--- config.mk ---
export PLATFORM = sky130hd
export DESIGN_NAME = game_state_controller
export DESIGN_NICKNAME = d
export VERILOG_FILES = /design/src/rtl/game_state_controller.sv
export SDC_FILE = /design/constraint.sdc
export NUM_CORES = 1
export LEC_CHECK = 0
export CAP_MARGIN = 20
export CELL_PAD_IN_SITES_DETAIL_PLACEMENT = 1
export CELL_PAD_IN_SITES_GLOBAL_PLACEMENT = 2
export CORE_ASPECT_RATIO = 1.1
export CORE_MARGIN = 10
export CORE_UTILIZATION = 25
export DETAILED_ROUTE_END_ITERATION = 16
export GPL_TIMING_DRIVEN = 0
export MAX_ROUTING_LAYER = met4
export PLACE_DENSITY_LB_ADDON = 0.1
export SETUP_SLACK_MARGIN = 0.4
export SKIP_LAST_GASP = 1
export SLEW_MARGIN = 5
export SYNTH_ARGS = -nofsm -noshare
export SYNTH_HDL_FRONTEND = slang
export SYNTH_SLANG_ARGS = --single-unit
export TNS_END_PERCENT = 50
--- constraint.sdc ---
create_clock -name clk -period 4.3 [get_ports clk]
set_input_delay 0.86 -clock clk [delete_from_list [all_inputs] [get_ports clk]]
set_output_delay 0.86 -clock clk [all_outputs]
set_load 0.02 [all_outputs]
--- src/rtl/game_state_controller.sv ---
// rtl/game_state_controller.sv - IDLE/RUN/DEAD game FSM with collide filter, restart lockout and speed level
// Optional AUTO_RESTART_EN: DEAD returns to IDLE after a further LOCK_FRAMES idle frame ticks.
module game_state_controller #(
  parameter int unsigned COLLIDE_FRAMES = 2,
  parameter int unsigned LOCK_FRAMES    = 30,
  parameter int unsigned LEVEL_FRAMES   = 600,
  parameter int unsigned MAX_LEVEL      = 7
) (
  input  logic       clk,
  input  logic       rst,
  input  logic       frame_clk,
  input  logic       jump,
  input  logic       collide,
  output logic [1:0] state,
  output logic       run,
  output logic       start_pulse,
  output logic       death_pulse,
  output logic [3:0] speed_level
);

  typedef enum logic [1:0] {
    ST_IDLE = 2'b00,
    ST_RUN  = 2'b01,
    ST_DEAD = 2'b10
  } state_t;

  localparam logic [3:0]  COLLIDE_LIM = 4'(COLLIDE_FRAMES);
  localparam logic [7:0]  LOCK_INIT   = 8'(LOCK_FRAMES);
  localparam logic [15:0] LEVEL_LAST  = 16'(LEVEL_FRAMES - 1);
  localparam logic [3:0]  LEVEL_MAX   = 4'(MAX_LEVEL);

  logic [1:0] frame_sync;
  logic [1:0] jump_sync;
  logic [1:0] collide_sync;
  logic [1:0] sync_valid;
  logic       frame_prev;
  logic       jump_prev;
  logic       frame_tick;
  logic       jump_rise;

  state_t      state_q, state_d;
  logic        start_q, start_d;
  logic        death_q, death_d;
  logic [3:0]  speed_q, speed_d;
  logic [3:0]  collide_cnt_q, collide_cnt_d;
  logic [15:0] level_cnt_q, level_cnt_d;
  logic [7:0]  lock_cnt_q, lock_cnt_d;
`ifdef AUTO_RESTART_EN
  logic [7:0]  auto_cnt_q, auto_cnt_d;
`endif

  // jump_prev stays 1 until the synchroniser holds a real sample, so a button
  // held through reset release is not seen as a rising edge.
  always_ff @(posedge clk or posedge rst) begin
    if (rst) begin
      frame_sync   <= 2'b00;
      jump_sync    <= 2'b00;
      collide_sync <= 2'b00;
      sync_valid   <= 2'b00;
      frame_prev   <= 1'b0;
      jump_prev    <= 1'b1;
    end else begin
      frame_sync   <= {frame_sync[0], frame_clk};
      jump_sync    <= {jump_sync[0], jump};
      collide_sync <= {collide_sync[0], collide};
      sync_valid   <= {sync_valid[0], 1'b1};
      frame_prev   <= frame_sync[1];
      jump_prev    <= sync_valid[1] ? jump_sync[1] : 1'b1;
    end
  end

  assign frame_tick = frame_sync[1] & ~frame_prev;
  assign jump_rise  = sync_valid[1] & jump_sync[1] & ~jump_prev;

  always_ff @(posedge clk or posedge rst) begin
    if (rst) begin
      state_q       <= ST_IDLE;
      start_q       <= 1'b0;
      death_q       <= 1'b0;
      speed_q       <= 4'd0;
      collide_cnt_q <= 4'd0;
      level_cnt_q   <= 16'd0;
      lock_cnt_q    <= 8'd0;
`ifdef AUTO_RESTART_EN
      auto_cnt_q    <= 8'd0;
`endif
    end else begin
      state_q       <= state_d;
      start_q       <= start_d;
      death_q       <= death_d;
      speed_q       <= speed_d;
      collide_cnt_q <= collide_cnt_d;
      level_cnt_q   <= level_cnt_d;
      lock_cnt_q    <= lock_cnt_d;
`ifdef AUTO_RESTART_EN
      auto_cnt_q    <= auto_cnt_d;
`endif
    end
  end

  always_comb begin
    state_d       = state_q;
    start_d       = 1'b0;
    death_d       = 1'b0;
    speed_d       = speed_q;
    collide_cnt_d = collide_cnt_q;
    level_cnt_d   = level_cnt_q;
    lock_cnt_d    = lock_cnt_q;
`ifdef AUTO_RESTART_EN
    auto_cnt_d    = auto_cnt_q;
`endif
    case (state_q)
      ST_IDLE: begin
        if (jump_rise) begin
          state_d       = ST_RUN;
          start_d       = 1'b1;
          collide_cnt_d = 4'd0;
          level_cnt_d   = 16'd0;
          speed_d       = 4'd0;
        end
      end
      ST_RUN: begin
        if (frame_tick) begin
          // Level update is independent of death so a final wrap still shows.
          if (level_cnt_q == LEVEL_LAST) begin
            level_cnt_d = 16'd0;
            if (speed_q < LEVEL_MAX) speed_d = speed_q + 4'd1;
          end else begin
            level_cnt_d = level_cnt_q + 16'd1;
          end
          if (collide_sync[1]) begin
            if (collide_cnt_q + 4'd1 == COLLIDE_LIM) begin
              state_d       = ST_DEAD;
              death_d       = 1'b1;
              collide_cnt_d = 4'd0;
              lock_cnt_d    = LOCK_INIT;
`ifdef AUTO_RESTART_EN
              auto_cnt_d    = 8'd0;
`endif
            end else begin
              collide_cnt_d = collide_cnt_q + 4'd1;
            end
          end else begin
            collide_cnt_d = 4'd0;
          end
        end
      end
      ST_DEAD: begin
        if (jump_rise && lock_cnt_q == 8'd0) begin
          state_d = ST_IDLE;
          speed_d = 4'd0;
        end else if (frame_tick) begin
          if (lock_cnt_q != 8'd0) begin
            lock_cnt_d = lock_cnt_q - 8'd1;
          end
`ifdef AUTO_RESTART_EN
          else if (auto_cnt_q + 8'd1 == LOCK_INIT) begin
            state_d    = ST_IDLE;
            speed_d    = 4'd0;
            auto_cnt_d = 8'd0;
          end else begin
            auto_cnt_d = auto_cnt_q + 8'd1;
          end
`endif
        end
      end
      default: begin
        state_d = ST_IDLE;
        speed_d = 4'd0;
      end
    endcase
  end

  assign state       = state_q;
  assign run         = (state_q == ST_RUN);
  assign start_pulse = start_q;
  assign death_pulse = death_q;
  assign speed_level = speed_q;

endmodule

==> results.md <==
* Hold crit path type: flop to flop
* Reg2reg start: level_cnt_q[0]
* Most frequent cell after synthesis: dfrtp_1
* Number of diodes at 0
* CP cell instances: nand2b_1 > buf_4 > inv_1 > clkdlybuf4s50_1
* RSZ-0062 raised after global routing: no
* Final #Nets at 277
* Max-cap check violation count at 0
* Layout area overhead at 16.6%
* Critical Path End Type: output port
* Finished Layout Cells at 384
* Leak at 1.09 nW
* Reg2reg end: level_cnt_q[15]
* Slew Limit Fails at 0
* Vert. Die Dim at 122 µm
* Post-route minimum period at 2.88 ns
* Hold Path End: frame_sync[1]
* Fin Clk Skew at 0.00537 ns
* Worst Hold Depth at 0
* Critical path class: flop to output port
* Main synth FF type: dfrtp_1
* Die Footprint at 13700 µm²
* Post-synth EDFFs at 0
* Die Wd at 113 µm
* Fmax at 347 MHz
* Iteration count of the initial detailed-routing pass at 4
* FF+latch count, synth at 46
* Core footprint at 9260 µm²
* WP data required at 3.44 ns
* CTS Buffer Depth at 2
* Largest net degree at the start of global routing at 27
* Placed instance count at 376
* Syn Inst Count at 245
* PD cells at 476 nW/µm²
* Root cell of the clock tree: clkbuf_8
* Internal cell power at 801 µW
* Initial antenna violation count at 0
* Sequential fraction of the synthesis area at 49.0%
* Ys Warns at 0
* Port bufs at 13
* Reg2Reg Depth at 6
* Measured slew at the worst slew-check pin at 0.798 ns
* Residual DRC at 0
* Worst Path Max Fanout at 8
* Post-Place Setup Slack at 1.75 ns
* Post-CTS Setup Bufs at 0
* Synth cell types at 47
* Rows at 37
* Hold Startpoint: frame_sync[0]
* Sink Count at 46
* Share of cells above drive strength 1 at 8.61%
* Part of the power in combinational logic at 33.1%
* Clock power frac at 22.4%
* Cts repair resizes at 0
* Slew HR at 46.4%
* Initial Utilization at 25.4%
* Top-area cell type share of the netlist area at 47.8%
* CTS tree: yes
* Hold Vio Cnt, Final at 0
* Sequential Power Share at 44.5%
* Outcome: complete, no violations
* Setup WS post-layout at 1.42 ns
* Fin crit share at 67.0%
* Io pins at 14
* DP Wirelength at 4670 µm
* H-tree depth at 2
* Switching share of power at 38.8%
* Via count of the first global-routing pass at 2072
* Via count at 1957
* VDD IR-drop max at 104 µV
* Multi-input gate area at 1120 µm²
* First-pass GRT wire length at 10900 µm
* DR iter-0 viols at 79
* Final core utilization at 29.6%
* Gpl congestion at 0.709
* FILL cells at 1072
* Clock-pin slew on the worst setup and hold paths at 0.09 ns
* Area leader, netlist: dfrtp_1
* Final setup TNS at 0 ns
* Worst setup SP type: flop
* Cell area after synthesis at 2350 µm²
* DR WL/cell at 16.9 µm
* Slowest cell delay on critical path at 0.66 ns
* Post-synth ARST share at 100%
* NetSw at 507 µW
* CTS Hold Bufs at 0
* Worst path slowest cell: clkdlybuf4s50_1
* Final setup vio count at 0
* Syn_area_per_cell at 9.61 µm²
* Synth top area cells: dfrtp_1 (48%), o21ai_0 (6.4%), nand3_1 (5.1%), ha_1 (3.2%), nand2_1 (3.2%)
* Overall routed net length at 6470 µm
* Mean number of vias per cell at 5.10
* Seq. cell area at 1150 µm²
* Clock Latency Late Sink at 0.31 ns
* Total GRT Usage at 10.1%
* CP arrival at 2.02 ns
* CTS Buf Count at 5
* FF-to-FF setup slack at 2.13 ns
* ANT nets after route at 0
* Synth top cells by count: dfrtp_1 (45), o21ai_0 (30), nand3_1 (24)
* Power Total at 1.31 mW
* Syn nets at 256
* Total gr overflow at 0
[metal layers]
layer	routed length, µm	track usage (%)	share of wire (%)	up-vias
li1	-	-	-	945
met1	3330	13.0	52	989
met2	2900	15.4	45	16
met3	155	2.21	2.4	7
met4	86	3.10	1.3	0
met5	0	-	0	-
[power by group through the flow]
stage	Sequential, mW	Combinational (mW)	Clock (mW)
floorplan	0.576	0.304	0
global placement	0.591	0.435	0
detailed placement	0.592	0.439	0
CTS	0.583	0.443	0.313
global route	0.595	0.488	0.326
finish	0.582	0.433	0.292
[registers in the layout, summed over array words and instances, names as in the netlist]
register       flops
death_pulse        1
speed_level        4
state              2
jump_prev          1
frame_prev         1
collide_cnt_q      4
lock_cnt_q         8
jump_sync          2
frame_sync         2
start_pulse        1
collide_sync       2
sync_valid         2
level_cnt_q       16
[critical path: cells and delay by family, from the launching register on]
kind                   cells  cell delay, ns
buffers and inverters      3            1.04
flip-flops                 1            0.49
AND/OR/NAND/NOR            1            0.19
[worst max path at each step]
stage | start | endpoint | depth (start not counted)
2_1_floorplan | collide_cnt_q[0] | lock_cnt_q[7] | 6
3_3_place_gp | rst | speed_level[1] | 2
3_5_place_dp | state[1] | run | 4
4_1_cts | state[1] | run | 4
5_1_grt | state[1] | run | 4
6_report | state[1] | run | 4
[layout make-up]
class | count | share of cell area (%)
plain buffers | 7 | 1.46
clock buffers | 6 | 3.01
clock inverters | 2 | 0.456
inverters | 10 | 1.37
multi-input cells | 182 | 40.9
flip-flops and latches | 46 | 42.0
well taps | 117 | 5.33
repair buffers | 14 | 5.47
[logic make-up after synthesis]
kind of cell | count (synthesis) | share of synthesized area (%)
other | 1 | 0.159
flip-flops | 46 | 49.0
AND/OR/NAND/NOR | 109 | 25.8
AO/OA/AOI/OAI | 66 | 18.6
buffers and inverters | 17 | 3.30
adder cells (fa/ha/maj) | 6 | 3.19
[placed cells by master (no fill, tap or decap), drive strengths merged, types with 2 or more instances in the layout]
master	Yosys	routed
a211oi	4	4
a21oi	7	7
a22o	2	2
a2bb2oi	2	2
a311oi	3	3
and2	2	2
and3	3	3
and4	2	2
buf	4	5
clkbuf	3	9
clkdlybuf4s50	0	13
dfrtp	45	45
ha	6	6
inv	10	10
nand2	20	20
nand2b	4	4
nand3	24	24
nand3b	3	3
nand4	4	4
nor2	18	18
nor2b	2	2
nor3	14	14
nor3b	2	2
nor4	3	3
o21a	2	2
o21ai	30	30
o31ai	8	8
or3	3	3
[through the flow]
stage          hold slack (ns)  cell area [µm²]
6_report                 0.356             2750
5_1_grt                  0.371             2750
4_1_cts                  0.362             2750
3_5_place_dp             0.337             2650
3_3_place_gp             0.332             2630
2_1_floorplan            0.331             2350
Power figures use the tool's default switching activity.
